$ cat config.mk
export PLATFORM = sky130hd
export DESIGN_NAME = pram_dump_ctrl
export DESIGN_NICKNAME = d
export VERILOG_FILES = /design/src/rtl/pram_dump_ctrl_pkg.sv /design/src/rtl/pram_dump_ctrl_wb_tmo_cnt.sv /design/src/rtl/pram_dump_ctrl.sv
export SDC_FILE = /design/constraint.sdc
export NUM_CORES = 1
export LEC_CHECK = 0
export ABC_CLOCK_PERIOD_IN_PS = 3100
export BUFFER_PORTS_ARGS = -buffer_cell sky130_fd_sc_hd__clkbuf_2
export CAP_MARGIN = 20
export CORE_MARGIN = 2
export CORE_UTILIZATION = 54
export DETAILED_ROUTE_END_ITERATION = 10
export PLACE_DENSITY_LB_ADDON = 0.08
export SLEW_MARGIN = 20
export SYNTH_ARGS = -nofsm -noshare
export SYNTH_HDL_FRONTEND = slang
export SYNTH_SLANG_ARGS = --single-unit
$ cat constraint.sdc
create_clock -name clk -period 3.1 [get_ports clk]
set_input_delay 0.775 -clock clk [delete_from_list [all_inputs] [get_ports clk]]
set_output_delay 0.775 -clock clk [all_outputs]
set_load 0.03 [all_outputs]
$ cat src/rtl/pram_dump_ctrl_pkg.sv
// Shared definitions for the PRAM dump controller: default widths, dump length,
// timeout limit and the one-hot FSM state encoding.
package pram_dump_ctrl_pkg;

  localparam int DATA_WL_DEF  = 16;
  localparam int ADR_WL_DEF   = 12;
  localparam int DUMP_LEN_DEF = 80;
  localparam int WB_TMO_DEF   = 255;
  localparam int TMO_WL       = 8;

  typedef enum logic [4:0] {
    S_IDLE  = 5'b00001,
    S_READ  = 5'b00010,
    S_CAPT  = 5'b00100,
    S_WRITE = 5'b01000,
    S_NEXT  = 5'b10000
  } dump_state_e;

endpackage

$ cat src/rtl/pram_dump_ctrl_wb_tmo_cnt.sv
// Clear/enable Wishbone timeout counter. term_out flags that the current waiting
// cycle is the LIMIT-th one, so the master can abort without a further cycle.
module wb_tmo_cnt
  import pram_dump_ctrl_pkg::*;
#(
  parameter int WIDTH = TMO_WL,
  parameter int LIMIT = WB_TMO_DEF
) (
  input  logic clk,
  input  logic a_reset,
  input  logic clr_in,
  input  logic en_in,
  output logic term_out
);

  localparam logic [WIDTH-1:0] TERM_VAL = WIDTH'(LIMIT - 1);

  logic [WIDTH-1:0] cnt_q;
  logic [WIDTH-1:0] cnt_d;

  assign term_out = (cnt_q == TERM_VAL);

  // NOTE: every always_comb output gets a default first, so no path can infer a latch.
  always_comb begin
    cnt_d = cnt_q;
    if (clr_in) begin
      cnt_d = '0;
    end else if (en_in && !term_out) begin
      cnt_d = cnt_q + 1'b1;
    end
  end

  // NOTE: sequential state uses non-blocking assignments only, so all flops update together.
  always_ff @(posedge clk or posedge a_reset) begin
    if (a_reset) begin
      cnt_q <= '0;
    end else begin
      cnt_q <= cnt_d;
    end
  end

endmodule

$ cat src/rtl/pram_dump_ctrl.sv
// Copies PRAM words 0..DUMP_LEN-1 to Wishbone RAM as a classic single-write master,
// with a per-word ack timeout that aborts the dump and raises a sticky error.
module pram_dump_ctrl
  import pram_dump_ctrl_pkg::*;
#(
  parameter int data_wl  = DATA_WL_DEF,
  parameter int adr_wl   = ADR_WL_DEF,
  parameter int DUMP_LEN = DUMP_LEN_DEF,
  parameter int WB_TMO   = WB_TMO_DEF
) (
  input  logic               clk,
  input  logic               a_reset,
  input  logic               dump_start_in,
  output logic [adr_wl-1:0]  pram_adr_out,
  output logic               pram_re_out,
  input  logic [data_wl-1:0] pram_data_in,
  output logic               wb_cyc_o,
  output logic               wb_stb_o,
  output logic               wb_we_o,
  output logic [adr_wl-1:0]  wb_adr_o,
  output logic [data_wl-1:0] wb_dat_o,
  input  logic               wb_ack_i,
  output logic               busy_out,
  output logic               done_out,
  output logic               err_out
);

  localparam logic [adr_wl-1:0] LAST_ADR = adr_wl'(DUMP_LEN - 1);

  dump_state_e        state_q, state_d;
  logic [adr_wl-1:0]  cnt_q, cnt_d;
  logic [adr_wl-1:0]  pram_adr_q, pram_adr_d;
  logic               pram_re_q, pram_re_d;
  logic               wb_req_q, wb_req_d;
  logic [adr_wl-1:0]  wb_adr_q, wb_adr_d;
  logic [data_wl-1:0] wb_dat_q, wb_dat_d;
  logic               busy_q, busy_d;
  logic               done_q, done_d;
  logic               err_q, err_d;
  logic               tmo_clr;
  logic               tmo_en;
  logic               tmo_term;

  wb_tmo_cnt #(
    .WIDTH (TMO_WL),
    .LIMIT (WB_TMO)
  ) u_tmo (
    .clk      (clk),
    .a_reset  (a_reset),
    .clr_in   (tmo_clr),
    .en_in    (tmo_en),
    .term_out (tmo_term)
  );

  always_comb begin
    state_d    = state_q;
    cnt_d      = cnt_q;
    pram_adr_d = pram_adr_q;
    pram_re_d  = 1'b0;
    wb_req_d   = wb_req_q;
    wb_adr_d   = wb_adr_q;
    wb_dat_d   = wb_dat_q;
    busy_d     = busy_q;
    done_d     = 1'b0;
    err_d      = err_q;
    tmo_clr    = 1'b0;
    tmo_en     = 1'b0;

    case (state_q)
      S_IDLE: begin
        if (dump_start_in) begin
          state_d    = S_READ;
          cnt_d      = '0;
          pram_adr_d = '0;
          pram_re_d  = 1'b1;
          busy_d     = 1'b1;
          err_d      = 1'b0;
        end
      end
      S_READ: begin
        state_d = S_CAPT;
      end
      S_CAPT: begin
        wb_dat_d = pram_data_in;
        wb_adr_d = cnt_q;
        wb_req_d = 1'b1;
        tmo_clr  = 1'b1;
        state_d  = S_WRITE;
      end
      S_WRITE: begin
        // An ack on the final allowed cycle still completes the word.
        if (wb_ack_i) begin
          wb_req_d = 1'b0;
          state_d  = S_NEXT;
        end else if (tmo_term) begin
          wb_req_d = 1'b0;
          err_d    = 1'b1;
          busy_d   = 1'b0;
          state_d  = S_IDLE;
        end else begin
          tmo_en = 1'b1;
        end
      end
      S_NEXT: begin
        // Terminal compare before increment keeps the counter from wrapping.
        if (cnt_q == LAST_ADR) begin
          cnt_d   = '0;
          done_d  = 1'b1;
          busy_d  = 1'b0;
          state_d = S_IDLE;
        end else begin
          cnt_d      = cnt_q + 1'b1;
          pram_adr_d = cnt_q + 1'b1;
          pram_re_d  = 1'b1;
          state_d    = S_READ;
        end
      end
      default: begin
        state_d = S_IDLE;
      end
    endcase
  end

  always_ff @(posedge clk or posedge a_reset) begin
    if (a_reset) begin
      state_q    <= S_IDLE;
      cnt_q      <= '0;
      pram_adr_q <= '0;
      pram_re_q  <= 1'b0;
      wb_req_q   <= 1'b0;
      wb_adr_q   <= '0;
      wb_dat_q   <= '0;
      busy_q     <= 1'b0;
      done_q     <= 1'b0;
      err_q      <= 1'b0;
    end else begin
      state_q    <= state_d;
      cnt_q      <= cnt_d;
      pram_adr_q <= pram_adr_d;
      pram_re_q  <= pram_re_d;
      wb_req_q   <= wb_req_d;
      wb_adr_q   <= wb_adr_d;
      wb_dat_q   <= wb_dat_d;
      busy_q     <= busy_d;
      done_q     <= done_d;
      err_q      <= err_d;
    end
  end

  // Single-write master: cycle, strobe and write enable always move together.
  assign wb_cyc_o     = wb_req_q;
  assign wb_stb_o     = wb_req_q;
  assign wb_we_o      = wb_req_q;
  assign wb_adr_o     = wb_adr_q;
  assign wb_dat_o     = wb_dat_q;
  assign pram_adr_out = pram_adr_q;
  assign pram_re_out  = pram_re_q;
  assign busy_out     = busy_q;
  assign done_out     = done_q;
  assign err_out      = err_q;

endmodule
==> metrics <==
post-cts hold buffer count=0; # rows=27; crit start category=flop; CTS tree=done; Worst-Margin Slew=0.667 ns; commonest non-fill, non-tap cell in the layout=nand2_1; synthesized net count=around 350; Avg WL per Cell=13.8 µm; fin crit period=2.01 ns; post-CTS resize count=0; Starting Density=56.3%; R2R depth=5; crit path DAT=2.27 ns; FMAX=498 MHz; setup bufs post-CTS=0; post-synthesis average cell area=9.48 µm²; final WL=6500 µm; Via density=5.34; H-tree levels=3; max-cap violations=0; total power=0.00283 W; critical-path maximum fanout=15; DP HPWL=4600 µm; vias in the first global route=about 2400; EDFF count, synth=0; clock-pin transition on the worst setup and hold timing paths=0.07 ns; Final GP Congestion=0.860; Port Buffers=66; Hold Path Class=reg -> reg; largest net degree at the start of global routing=35; Worst path max stage delay=0.44 ns; Synth Cell Area=3140 µm²; drt pass-1 iters=4; worst path cell trace=ha_1, nand4_1, o21a_2, o211ai_4, mux2i_1; status=completed; Core ar.=5570 µm²; PD cells=760 nW/µm²; top_reg_cell synth=dfrtp_1; dpl ws=about 1.1 ns; Yosys reg bits=70; Top Ports=67; drt drc=0; Root Driver=clkbuf_8; Setup WS post-layout=1.09 ns; Skew-Pair Late Insertion Delay=0.34 ns; Setup crit end kind=flop; final core utilization=66.8%; via count=around 2500; initial antenna violation count=0; share of layout cells above drive strength 1=about a quarter; die extent in x=80.2 µm; Syn. warnings=0; Clock Path Buffers=2; Slew headroom=55.5%; Cells after Synth=331; DR iter-0 viols=108; slowest library cell on the worst path=dfrtp_1; first-pass GRT wire length=about 11000 µm; Hold Path Depth=2; die area=6430 µm²; synth unique cells=43; Chip Height=80.2 µm; Final #Nets=418; Peak VDD IR=0.390 mV; GRT Overall Usage=22.1%; FFs w/ async S/R, synth=100%; Clock Skews=just over 0.009 ns; register area share after synthesis=55.9%; period utilisation layout=64.7%; Lkg Pwr=just under 2 nW; ant diodes=0; setup_tns=0 ns; Antenna Nets Post-Route=0; Crit path required time=3.36 ns; CTS Sinks=70; highest-count cells in the layout ignoring fill and taps=nand2_1, dfrtp_1, clkbuf_2; area grow syn2layout=18.7%; endpoints failing setup=0; Hold Vio Cnt, Final=0; number of CTS-inserted buffers=9; max-slew violation count=0; unrepaired setup endpoints after global routing=false; GR Overflow Total=0; kind of critical path=reg -> reg
cell usage after synthesis (all sizes together) (2+ instances only):
cell / n / area [µm²]
ha: 3 / 37.5
xnor2: 11 / 96.3
o2bb2ai: 3 / 26.3
o211ai: 2 / 28.8
and3: 4 / 25.0
inv: 12 / 45.0
nor4: 7 / 58.8
clkbuf: 13 / 48.8
or3: 3 / 18.8
a21o: 10 / 75.1
a21oi: 9 / 45.0
nand3: 12 / 60.1
nor3: 9 / 45.0
xor2: 3 / 26.3
nor2: 19 / 71.3
nand4: 6 / 37.5
nand2: 94 / 355
a22o: 4 / 35.0
dfrtp: 69 / 1730
buf: 5 / 42.5
o21ai: 17 / 85.1
cell families after synthesis:
group                    count (synthesis)  synth area share [%]
AO/OA/AOI/OAI                           52                  11.2
XOR/XNOR                                14                  3.91
adder cells (fa/ha/maj)                  3                  1.20
buffers and inverters                   30                  4.35
flip-flops                              70                  55.9
multiplexers                             1                 0.319
AND/OR/NAND/NOR                        161                  23.1
per-stage QoR:
stage / cells / hold WS (ns) / area [µm²]
floorplan: 331 / 0.508 / 3140
detailed placement: 456 / 0.461 / 3500
CTS: 472 / 0.480 / 3720
finish: 472 / 0.476 / 3720
global route: 472 / 0.500 / 3720
global placement: 456 / 0.457 / 3500
routing by layer:
metal	part of all wire [%]	wire length [µm]	vias to the layer above	track usage, %
met5	0	0	-	0
met2	47	3040	75	33.8
met3	5.4	348	11	4.38
met4	1.5	99	0	9.66
li1	-	-	1242	-
met1	46	3010	1194	30.8
registers in the layout (all words and copies together), names as in the netlist:
signal and flops:
u_tmo.cnt_q 8, done_out 1, wb_dat_o 16, pram_adr_out 12, wb_adr_o 12, wb_cyc_o 1, busy_out 1, err_out 1
cnt_q 12, pram_re_out 1, state_q 5
critical path: cells and delay by family, from the launching register on:
family	cells	cell delay [ns]
AOI/OAI and AO/OA	2	0.74
DFF	1	0.44
adders and majority gates	1	0.28
muxes	1	0.24
and+or+nand+nor	1	0.23
final timing paths:
path	slack, ns	endpoint	start
max	1.09	pram_adr_out[1]	cnt_q[0]
min	0.48	wb_dat_o[2]	wb_dat_o[2]
max reg2reg	1.09	pram_adr_out[1]	cnt_q[0]
min reg2reg	0.48	wb_dat_o[2]	wb_dat_o[2]
max in group asynchronous	1.81	state_q[0]	a_reset
min in group asynchronous	0.51	wb_dat_o[13]	a_reset
where the power goes:
| part | total, W | switching, W | internal [W] |
|---|---|---|---|
| Combinational | 0.000847 | 0.000612 | 0.000234 |
| Sequential | 0.00118 | 0.000101 | 0.00108 |
| Clock | 0.000805 | 0.000349 | 0.000455 |
| Total | 0.00283 | 0.00106 | 0.00177 |
layout make-up:
type	count	area, µm²
Multi-Input combinational cell	231	1250
Timing Repair Buffer	71	368
Clock inverter	7	95.1
Clock buffer	9	124
Inverter	12	45.0
Tap cell	72	90.1
Sequential cell	70	1750
Fill cell	477	1850
Note: power is estimated with default switching activity, not from simulation.
